$ cat config.mk
export PLATFORM = sky130hd
export DESIGN_NAME = fetch_queue
export DESIGN_NICKNAME = d
export VERILOG_FILES = /design/src/rtl/fetch_queue.sv
export SDC_FILE = /design/constraint.sdc
export NUM_CORES = 1
export LEC_CHECK = 0
export CORE_MARGIN = 4
export CORE_UTILIZATION = 35
export DETAILED_ROUTE_END_ITERATION = 12
export DONT_BUFFER_PORTS = 1
export PLACE_DENSITY = 0.54
export SLEW_MARGIN = 40
export SYNTH_ARGS = -nofsm -noshare
export SYNTH_HDL_FRONTEND = slang
export SYNTH_SLANG_ARGS = --single-unit
$ cat constraint.sdc
create_clock -name clk -period 4.64 [get_ports clk]
set_input_delay 0.464 -clock clk [delete_from_list [all_inputs] [get_ports clk]]
set_output_delay 0.464 -clock clk [all_outputs]
set_load 0.05 [all_outputs]
$ cat src/rtl/fetch_queue.sv
// fetch_queue: DEPTH-entry FIFO of {PC, Inst} packets between IF and ID.
// Flush (branch redirect) empties the queue in one cycle; reset dominates flush.
// Optional macro FETCH_QUEUE_BYPASS_EN adds a same-cycle in->out path when empty.
module fetch_queue #(
  parameter int unsigned WIDTH = 64,
  parameter int unsigned DEPTH = 4
) (
  input  logic                     clk,
  input  logic                     reset,
  input  logic                     flush,
  input  logic                     in_valid,
  output logic                     in_ready,
  input  logic [WIDTH-1:0]         in_data,
  output logic                     out_valid,
  input  logic                     out_ready,
  output logic [WIDTH-1:0]         out_data,
  output logic [$clog2(DEPTH):0]   count,
  output logic                     full,
  output logic                     empty
);

  localparam int unsigned PW = $clog2(DEPTH);
  localparam int unsigned CW = PW + 1;

  logic [WIDTH-1:0] mem [DEPTH];
  logic [PW-1:0]    wr_ptr;
  logic [PW-1:0]    rd_ptr;
  logic             push;
  logic             pop;
  logic             bypass_take;

  // Status decode, handshakes and head selection.
  always_comb begin
    full     = (count == CW'(DEPTH));
    empty    = (count == '0);
    in_ready = !full && !flush;
`ifdef FETCH_QUEUE_BYPASS_EN
    // An empty queue forwards the incoming packet; it is stored only if ID stalls.
    bypass_take = empty && in_valid && !flush && out_ready;
    out_valid   = (!empty || in_valid) && !flush;
    out_data    = empty ? in_data : mem[rd_ptr];
`else
    bypass_take = 1'b0;
    out_valid   = !empty && !flush;
    out_data    = mem[rd_ptr];
`endif
    push = in_valid && in_ready && !bypass_take;
    pop  = out_valid && out_ready && !empty;
  end

  // Pointer and occupancy update; reset and flush both clear the queue.
  always_ff @(posedge clk) begin
    if (reset || flush) begin
      wr_ptr <= '0;
      rd_ptr <= '0;
      count  <= '0;
    end else begin
      if (push) wr_ptr <= wr_ptr + PW'(1);
      if (pop)  rd_ptr <= rd_ptr + PW'(1);
      case ({push, pop})
        2'b10:   count <= count + CW'(1);
        2'b01:   count <= count - CW'(1);
        default: count <= count;
      endcase
    end
  end

  // Packet storage; contents are don't-care while empty, so no reset.
  always_ff @(posedge clk) begin
    if (push) mem[wr_ptr] <= in_data;
  end

endmodule

### After elaboration in Yosys (flattened, before gate mapping)

Memories as Yosys holds them, arrays and structs flattened. A register that Yosys moved wholly into a read port is not among the register bits.
Cells that the tools add are included.

* add/sub/neg operators: 4
* equality and inequality tests: 3
* muxes and demuxes: 5
* reduce and logical (&&, ||, !) cells: 11

Operator list (count)
* $pmux W3 S2: 1
* $logic_and A1 B1 Y1: 5
* $add A2 B1 Y2 const B: 2
* $mux W2: 2
* $add A3 B1 Y3 const B: 1
* $eq A3 B3 Y1 const B: 1
* $logic_not A1 Y1: 3
* $logic_not A3 Y1: 1
* $sub A3 B1 Y3 const B: 1
* $eq A2 B1 Y1 const B: 1
* $eq A2 B2 Y1 const B: 1
* $mux W1: 2
* $reduce_bool A2 Y1: 1
* $logic_or A1 B1 Y1: 1

* bits in registers: 7
* bits in writable memories: 256
* input bits: 69
* word-level logic and storage cells: 27
* memories: 1

Memory list
* mem: depth 4, width 64, rd ports 1, clocked after Yosys merged registers in 1, wr ports 1, RTL line 25 `logic [WIDTH-1:0] mem [DEPTH];`

### Logic depth before layout (Yosys ltp)

Gate-level depths: netlist (run 1).

* depth in word-level cells: 7
* mapped depth: 9

### Least setup slack after synthesis (run 1)

Ideal clock, no wire load.

* path kind: reg2reg
* start point: register count[0]
* end point: register count[2]
* arrival: 2.502 ns
* required time: 4.570 ns
* path slack: 2.069 ns
* stages on the path, launching flop included: 9
* path buffers: 0
* clock period less this slack: 2.571 ns
* cells stage by stage: dfxtp_1 nor3_2 nor3b_2 ha_1 inv_1 fa_1 xor2_1 or3_1 a21oi_1

* word-level cells in the longest chain between the ends: 7
* elaborated cells between the ends (all ways): 15
* classes of those cells: 2 x add/sub; 3 x eq/ne; 1 x mux; 9 x reduce/logical

RTL lines
* from (decl): RTL line 17 `output logic [$clog2(DEPTH):0] count,`
* from (signal assigned): RTL line 61 `2'b10: count <= count + CW'(1);`
* from (signal assigned): RTL line 62 `2'b01: count <= count - CW'(1);`
* from (signal assigned): RTL line 63 `default: count <= count;`
* $logic_not A3 Y1 *: RTL line 35 `empty = (count == '0);`
* net empty: RTL line 19 `output logic empty`
* $logic_not A1 Y1 *: RTL line 44, 48
* $logic_and A1 B1 Y1: RTL line 44 `out_valid = !empty && !flush;`
* $logic_and A1 B1 Y1: RTL line 48 `pop = out_valid && out_ready && !empty;`
* $logic_and A1 B1 Y1 *: RTL line 48
* net pop: RTL line 29 `logic pop;`
* $eq A2 B1 Y1 or $eq A2 B2 Y1 (tied branches): RTL line 60 `case ({push, pop})`
* $pmux W3 S2 or $reduce_bool A2 Y1 (tied branches)

Mark *: on every way through the listed nets, which the timed path passes. The rest lies on a longest branch.
A chain may end at the register's enable or synchronous reset.

### Worst setup path in the final report (run 1)

* start point: register count[0]
* end point: output port in_ready

* word-level cells in the longest chain between the ends: 3

RTL lines
* $eq A3 B3 Y1: RTL line 34 `full = (count == CW'(DEPTH));`
* net full: RTL line 18 `output logic full,`
* $logic_not A1 Y1: RTL line 36 `in_ready = !full && !flush;`
* $logic_and A1 B1 Y1: RTL line 36
* to (decl): RTL line 12 `output logic in_ready,`

The timed path passes the listed nets, and every way through them passes these cells.

==> flow_metrics.py, run 1 <==
metrics = {
    "power": {
        "leakage_nw": 3.63,
        "ir_worst_vdd_mv": 0.314,
        "powerDensity_mw_per_mm2": 413,
    },
    "layout": {
        "finish.utilization": 0.437,
        "drive_gt1_frac": 0.242,
        "fin_nets": 562,
        "diodes": 0,
        "area_delta_synth_final_pct": 21.7,
    },
    "timing": {
        "fmax_ghz": 0.340,
        "fin_setup_tns_ns": 0,
        "slew_headroom": 0.519,
        "fin_crit_ns": 2.94,
        "fin_worst_skew_ns": 0.00866,
        "timing.final.hold_violations": 0,
        "fin_crit_sh": 0.634,
        "setup_violations": 0,
        "tightestPinTransition_ns": 0.718,
        "rsz0062_at_grt": "no",
        "drv_slew": 0,
    },
    "run": {
        "max_cap_viol_count": 0,
    },
    "detailed_routing": {
        "vias_per_cell": 4.85,
        "wl_um": 18100,
        "drcViolationCount": 0,
        "first_iter_violations": 255,
        "first_pass_iters": 4,
        "via_count": 4245,
        "ant_nets": 0,
        "avgRoutedWirePerCell_um": 20.7,
    },
    "logic_synthesis": {
        "syn-num-nets": 467,
        "yosysWarnings": 0,
        "avgSynthCellArea_um2": 24.9,
        "ys_seq_elements": 265,
        "syn_area_mm2": 0.00976,
        "synth_cell_types": 26,
        "yosysSeqAreaShare": 0.806,
        "syn-instance-count": 392,
    },
    "critical_path": {
        "critical_path_peak_fanout": 8,
        "crit_type": "register to output pin",
        "cp.required_ns": 4.18,
        "endpoint_kind": "output pin",
        "worstSetupStartpointType": "register",
        "crit_arrival_ns": 2.48,
    },
    "global_route": {
        "grt_pass1_wl_um": 27800,
        "track_usage": 0.117,
        "first_global_vias": 4601,
        "grt_overflow_total": 0,
        "antenna_found_initial": 0,
        "grt_max_degree": 37,
    },
    "clocking": {
        "ctsRootBufferMaster": "clkbuf_16",
        "cts_buffers": 27,
        "insertion_delay_ns": 0.53,
        "post_cts_resized": 0,
        "cts_tree": "yes",
        "cts.htree.levels": 1,
        "cts_setup_buffers": 0,
        "cts_buffer_depth": 3,
        "hold_buffers": 65,
        "clock-sinks": 265,
        "path_clk_slew_ns": 0.06,
    },
    "placed_design": {
        "hpwl_um": 11100,
        "port_buffers": 0,
        "gp_congestion": 0.715,
    },
    "outcome": {
        "status": "complete, no violations",
    },
    "min_path": {
        "hold_path.class": "primary input to register",
    },
    "die": {
        "die_w_um": 175,
        "start_util": 0.359,
        "core_area_mm2": 0.0272,
        "die_area_mm2": 0.0306,
        "num_rows": 60,
        "fp.dieH_um": 175,
        "ios": 140,
    },
}
## cell type report
cell class              count  area, um^2
well taps                 372         465
fillers                  2338       15300
clock inverters             9        71.3
multi-input cells         106        1780
clock buffers              37         743
inverters                   6        22.5
repair buffers             81         921
flip-flops and latches    265        7880
## metal layers
layer / vias up / part of all wire / track usage / routed length [um]
met5: - / 0 / 0 / 0
met4: 0 / 0.020 / 0.0314 / 367
met3: 27 / 0.076 / 0.0389 / 1380
met2: 128 / 0.50 / 0.198 / 9010
met1: 2235 / 0.41 / 0.146 / 7340
li1: 1855 / - / - / -
## placed cells by master (no fill, tap or decap), drive strengths merged
master,n
a21o,1
dlygate4sd3,70
a21oi,4
o21ai,2
buf,11
mux4,64
fa,1
nor3,1
clkinv,6
nor2b,1
nand3b,1
clkbuf,37
nor3b,1
clkinvlp,1
nor2,6
bufinv,1
or2,1
or3,3
dfxtp,9
or3b,1
nand2,4
xor2,2
ha,5
inv,7
edfxtp,256
and3,4
mux2i,3
nand3,1
## cell usage after synthesis
cell / number / area [um^2]
fa_1: 1 / 20.0
buf_6: 7 / 78.8
nand3_1: 1 / 5.00
or3b_1: 1 / 8.76
ha_1: 5 / 62.6
a21oi_1: 3 / 15.0
dfxtp_1: 9 / 180
nor2_1: 6 / 22.5
clkbuf_2: 1 / 5.00
edfxtp_1: 256 / 7690
mux2i_1: 3 / 30.0
xor2_1: 2 / 17.5
nand2_1: 4 / 15.0
mux4_2: 64 / 1440
a21oi_2: 1 / 8.76
inv_1: 6 / 22.5
or2_2: 1 / 6.26
nor3b_2: 1 / 12.5
nor3_2: 1 / 10.0
o21ai_0: 2 / 10.0
nor2b_1: 1 / 6.26
a21o_1: 1 / 7.51
nand3b_1: 1 / 7.51
buf_2: 7 / 35.0
or3_1: 3 / 18.8
and3_2: 4 / 30.0
## registers in the layout, summed over array words and instances (netlist names), named ones only
signal	flops
rd_ptr	2
mem	256
count	3
wr_ptr	2
## worst max-delay path: stages (launching register included)
cell and delay (ns):
dfxtp_1 0.76, or3b_1 0.38, inv_1 0.30, nor2_2 0.52
## power breakdown
group | total (mW) | switching (mW) | leakage, nW | internal (mW)
Sequential | 2.67 | 0.0104 | 2.40 | 2.66
Clock | 1.99 | 0.825 | 0.395 | 1.16
Combinational | 0.248 | 0.168 | 0.832 | 0.0796
Total | 4.91 | 1.00 | 3.63 | 3.90
## worst paths after layout
path,cells past startpoint,slack [ns],endpoint,start
worst max-delay path,3,1.70,in_ready,count[0]
worst min-delay path,0,0.04,mem[2][17],in_data[17]
worst max register to register,8,1.84,count[2],count[2]
worst min register to register,2,0.50,register,rd_ptr[1]
## cell families (layout without fill, tap and decap cells)
| group | Yosys count | in the layout | share of synthesized area |
|---|---|---|---|
| adders and majority gates | 6 | 6 | 0.00846 |
| and+or+nand+nor | 24 | 24 | 0.0146 |
| DFF | 265 | 265 | 0.806 |
| muxes | 67 | 67 | 0.151 |
| xor gates and xnor gates | 2 | 2 | 0.00179 |
| AOI/OAI and AO/OA | 7 | 7 | 0.00423 |
| buffers and inverters | 21 | 133 | 0.0145 |
## metrics by stage
stage	setup slack, ns	cells	cell area (um^2)	power, mW	hold WS (ns)
after floorplan	2.07	392	9760	2.87	0.457
after global placement	1.97	750	10200	2.89	0.489
after detailed placement	1.85	760	10400	2.90	0.474
after CTS	1.59	871	11800	4.98	0.00000455
after global routing	1.50	876	11900	5.11	0.000396
final	1.70	876	11900	4.91	0.0385
(Power assumes the default switching activity.)
==> inputs of run 2 (changes only) <==
--- a/config.mk
+++ b/config.mk
@@ -9,7 +9,7 @@
 export CORE_UTILIZATION = 35
 export DETAILED_ROUTE_END_ITERATION = 12
 export DONT_BUFFER_PORTS = 1
-export PLACE_DENSITY = 0.54
+export PLACE_DENSITY = 0.56
 export SLEW_MARGIN = 40
 export SYNTH_ARGS = -nofsm -noshare
 export SYNTH_HDL_FRONTEND = slang
==> constraint.sdc (replaced) <==
create_clock -name clk -period 2.7 [get_ports clk]
set_input_delay 0.27 -clock clk [delete_from_list [all_inputs] [get_ports clk]]
set_output_delay 0.27 -clock clk [all_outputs]
set_load 0.05 [all_outputs]
==> flow_metrics.py, run 2 (same netlist as run 1, synthesis figures left out) <==
metrics = {
    "outcome": {
        "status": "complete, no violations",
    },
    "detailed_routing": {
        "wl_um": 18400,
        "avgRoutedWirePerCell_um": 20.7,
        "via_count": 4270,
        "drcViolationCount": 0,
        "first_pass_iters": 4,
        "ant_nets": 0,
        "first_iter_violations": 204,
        "vias_per_cell": 4.80,
    },
    "die": {
        "start_util": 0.359,
        "ios": 140,
        "fp.dieH_um": 175,
        "die_area_mm2": 0.0306,
        "die_w_um": 175,
        "core_area_mm2": 0.0272,
        "num_rows": 60,
    },
    "critical_path": {
        "crit_arrival_ns": 2.20,
        "cp_top_family": "multiplexers",
        "path_depth": 2,
        "slowest_delay_ns": 0.71,
        "path_cells": "buf_4 > mux4_2",
        "endpoint_kind": "output pin",
        "crit_type": "register to output pin",
        "cp_slowest_cell": "mux4_2",
        "worstSetupStartpointType": "register",
        "reg2regPathDepth": 9,
        "critical_path_peak_fanout": 20,
        "cp.required_ns": 2.43,
        "worst-path-buf-inv": 1,
    },
    "power": {
        "switchingPower_mw": 1.76,
        "powerDensity_mw_per_mm2": 705,
        "leakage_nw": 3.66,
        "pwr-share-comb": 0.052,
        "ir_worst_vdd_mv": 0.510,
        "sw_frac_of_total": 0.210,
        "clkPwrFrac": 0.403,
        "p_int_mw": 6.63,
        "sequentialPowerShare": 0.546,
    },
    "global_route": {
        "grt_max_degree": 39,
        "antenna_found_initial": 2,
        "grt_overflow_total": 0,
        "track_usage": 0.119,
        "grt_pass1_wl_um": 28400,
        "first_global_vias": 4779,
    },
    "layout": {
        "fin_nets": 572,
        "layout_common_cells": "256 x edfxtp_1, 68 x dlygate4sd3_1, 64 x mux4_2, 27 x clkbuf_16, 15 x buf_4",
        "nFillCells": 2359,
        "area_delta_synth_final_pct": 21.9,
        "largest_reg_flops": 256,
        "top_register": "mem",
        "drive_gt1_frac": 0.259,
        "diodes": 0,
        "final_common_cell": "edfxtp_1",
        "finish.utilization": 0.438,
        "largestRegisters": "mem x256, count x3",
    },
    "min_path": {
        "hold_path.class": "primary input to register",
        "hold-path-cell-count": 3,
    },
    "timing": {
        "drv_slew": 0,
        "fin_worst_skew_ns": 0.0106,
        "rsz0062_at_grt": "no",
        "slew_headroom": 0.623,
        "fmax_ghz": 0.404,
        "tightestPinTransition_ns": 0.564,
        "timing.final.hold_violations": 0,
        "fin_crit_ns": 2.47,
        "fin_setup_tns_ns": 0,
        "fin_crit_sh": 0.916,
        "setup_violations": 0,
    },
    "clocking": {
        "cts_setup_buffers": 0,
        "cts_buffers": 27,
        "clock-sinks": 265,
        "path_clk_slew_ns": 0.06,
        "insertion_delay_ns": 0.53,
        "cts_tree": "yes",
        "cts.htree.levels": 1,
        "post_cts_resized": 0,
        "ctsRootBufferMaster": "clkbuf_16",
        "cts_buffer_depth": 3,
        "hold_buffers": 68,
    },
    "placed_design": {
        "gp_congestion": 0.727,
        "hpwl_um": 11500,
        "port_buffers": 0,
    },
    "run": {
        "max_cap_viol_count": 0,
    },
}
## run 2: power by group through the flow
stage	combinational, mW	clock [mW]	sequential (mW)
final	0.433	3.38	4.58
after global placement	0.319	0	4.67
after floorplan	0.265	0	4.67
after detailed placement	0.321	0	4.67
after global routing	0.457	3.70	4.58
after CTS	0.441	3.51	4.58
## run 2: worst min-delay path: stages
cell,delay [ns]
nand3b_1,0.09
or3_1,0.10
a21oi_1,0.07
## run 2: final timing paths
check	start	to	slack [ns]
max	register	out_data[29]	0.23
min	flush	register	0.05
max reg2reg	count[0]	count[2]	0.33
min reg2reg	rd_ptr[1]	register	0.50
## run 2: per-stage QoR
stage	setup WS [ns]	hold slack (ns)	instance area [um^2]	instances	power, mW
floorplan	0.129	0.369	9760	392	4.94
global placement	0.491	0.369	10400	772	4.99
detailed placement	0.338	0.369	10400	772	4.99
CTS	0.111	0.0210	11900	890	8.54
global route	0.0388	0.0479	11900	890	8.74
finish	0.226	0.0491	11900	890	8.39
## run 2: layout make-up
class	instances	area, um^2	area share
clock buffer	32	694	0.0583
clock inverter	18	120	0.0101
inverter	6	22.5	0.00189
multi-input combinational	106	1770	0.149
sequential	265	7880	0.662
tap	372	465	0.0391
timing repair buffer	91	953	0.0801
## run 2: routing by layer
| metal | GRT usage | up-vias | wire length, um |
|---|---|---|---|
| met5 | 0 | - | 27 |
| met4 | 0.0304 | 4 | 386 |
| met3 | 0.0376 | 28 | 1160 |
| met2 | 0.207 | 115 | 9510 |
| met1 | 0.146 | 2248 | 7350 |
| li1 | - | 1875 | - |
==> inputs of run 3 (changes only) <==
--- a/config.mk
+++ b/config.mk
@@ -10,6 +10,7 @@
 export DETAILED_ROUTE_END_ITERATION = 12
 export DONT_BUFFER_PORTS = 1
 export PLACE_DENSITY = 0.56
+export REMOVE_ABC_BUFFERS = 1
 export SLEW_MARGIN = 40
 export SYNTH_ARGS = -nofsm -noshare
 export SYNTH_HDL_FRONTEND = slang
==> flow_metrics.py, run 3 (same netlist as run 1, synthesis figures left out) <==
metrics = {
    "detailed_routing": {
        "first_iter_violations": 249,
        "via_count": 4288,
        "vias_per_cell": 4.86,
        "ant_nets": 0,
        "first_pass_iters": 4,
        "wl_um": 18500,
        "avgRoutedWirePerCell_um": 20.9,
        "drcViolationCount": 0,
    },
    "layout": {
        "multiInputGateArea_mm2": 0.00177,
        "largestRegisters": "mem x256, count x3",
        "top_register": "mem",
        "regArea_mm2": 0.00788,
        "fin_area_mm2": 0.0118,
        "area_delta_synth_final_pct": 21.2,
        "nFillCells": 2375,
        "final_common_cell": "edfxtp_1",
        "largest_reg_flops": 256,
        "drive_gt1_frac": 0.250,
        "layout_common_cells": "256 x edfxtp_1, 67 x dlygate4sd3_1, 64 x mux4_2, 27 x clkbuf_16, 12 x buf_4",
        "diodes": 0,
        "fin_nets": 567,
    },
    "die": {
        "start_util": 0.359,
        "core_area_mm2": 0.0272,
        "fp.dieH_um": 175,
        "num_rows": 60,
        "die_w_um": 175,
        "ios": 140,
        "die_area_mm2": 0.0306,
    },
    "timing": {
        "fin_hold_ws_ns": 0.0549,
        "slew_headroom": 0.680,
        "drv_slew": 0,
        "fmax_ghz": 0.405,
        "fin_setup_tns_ns": 0,
        "fin_crit_ns": 2.47,
        "fin_crit_sh": 0.914,
        "timing.final.hold_violations": 0,
        "tightestPinTransition_ns": 0.479,
        "setup_violations": 0,
        "fin_worst_skew_ns": 0.0104,
        "rsz0062_at_grt": "no",
    },
    "clocking": {
        "clock-sinks": 265,
        "cts.htree.levels": 1,
        "cts_buffers": 27,
        "ctsRootBufferMaster": "clkbuf_16",
        "cts_tree": "yes",
        "hold_buffers": 67,
        "cts_buffer_depth": 3,
        "cts_setup_buffers": 0,
        "path_clk_slew_ns": 0.06,
        "insertion_delay_ns": 0.51,
        "post_cts_resized": 0,
    },
    "critical_path": {
        "endpoint_kind": "output pin",
        "slowest_delay_ns": 0.70,
        "worst-path-buf-inv": 1,
        "cp.required_ns": 2.43,
        "critical_path_peak_fanout": 21,
        "crit_type": "register to output pin",
        "cp_slowest_cell": "mux4_2",
        "path_cells": "buf_4 > mux4_2",
        "cp_top_family": "multiplexers",
        "crit_arrival_ns": 2.20,
        "worstSetupStartpointType": "register",
    },
    "placed_design": {
        "placed_area_mm2": 0.0104,
        "gp_congestion": 0.789,
        "port_buffers": 0,
        "hpwl_um": 11200,
    },
    "run": {
        "max_cap_viol_count": 0,
    },
    "power": {
        "sw_frac_of_total": 0.204,
        "ir_worst_vdd_mv": 0.443,
        "pwr-share-comb": 0.051,
        "clkPwrFrac": 0.399,
        "p_int_mw": 6.64,
        "power.total_mw": 8.34,
        "sequentialPowerShare": 0.549,
        "switchingPower_mw": 1.70,
        "leakage_nw": 3.64,
        "powerDensity_mw_per_mm2": 705,
    },
    "global_route": {
        "first_global_vias": 4781,
        "grt_overflow_total": 0,
        "track_usage": 0.119,
        "grt_max_degree": 43,
        "grt_pass1_wl_um": 28400,
        "antenna_found_initial": 2,
    },
    "min_path": {
        "hold_path.class": "primary input to register",
    },
    "outcome": {
        "status": "complete, no violations",
    },
}
## run 3: changes by cell type in the layout (fill, tap and decap cells not counted), moves of 3 or more
cell,change
clkbuf_1,+3
clkbuf_8,+4
clkinv_1,-3
buf_4,-3
clkinvlp_4,-3
## run 3: power groups by stage
stage | clock network [mW] | registers [mW] | logic [mW]
after floorplan | 0 | 4.67 | 0.260
after global placement | 0 | 4.67 | 0.317
after detailed placement | 0 | 4.67 | 0.318
after CTS | 3.45 | 4.58 | 0.436
after global routing | 3.64 | 4.58 | 0.453
final | 3.33 | 4.58 | 0.429
## run 3: per-layer routing
metal / part of all wire / track usage / vias to the layer above
li1: - / - / 1871
met1: 0.40 / 0.144 / 2260
met2: 0.51 / 0.208 / 120
met3: 0.072 / 0.0413 / 33
met4: 0.017 / 0.0265 / 4
met5: 0.0013 / 0 / -
## run 3: layout make-up
| type | count | area share |
|---|---|---|
| Sequential cell | 265 | 0.665 |
| Clock inverter | 9 | 0.00328 |
| Inverter | 6 | 0.00190 |
| Multi-Input combinational cell | 106 | 0.150 |
| Tap cell | 372 | 0.0393 |
| Clock buffer | 39 | 0.0643 |
| Timing Repair Buffer | 86 | 0.0761 |
## run 3: through the flow
stage	std cells	setup slack (ns)	util
2_1_floorplan	377	-1.11	-
3_5_place_dp	768	0.289	0.381
6_report	883	0.232	0.435
4_1_cts	883	0.113	0.435
5_1_grt	883	0.0352	0.435
3_3_place_gp	768	0.406	0.381
## run 3: worst register-to-register path, delay by kind of cell (launching register included)
family                   cells  cell delay (ns)
AO/OA/AOI/OAI                1             0.18
buffers and inverters        1             0.06
XOR/XNOR                     1             0.16
flip-flops                   1             0.40
adder cells (fa/ha/maj)      2             0.57
AND/OR/NAND/NOR              3             1.00
## run 3: path summary, 6_finish.rpt
path	from	endpoint	slack, ns	cells past startpoint
worst max-delay path	register	out_data[60]	0.23	2
worst min-delay path	out_ready	register	0.05	3
worst max register to register	count[2]	count[2]	0.25	8
worst min register to register	rd_ptr[1]	register	0.50	2
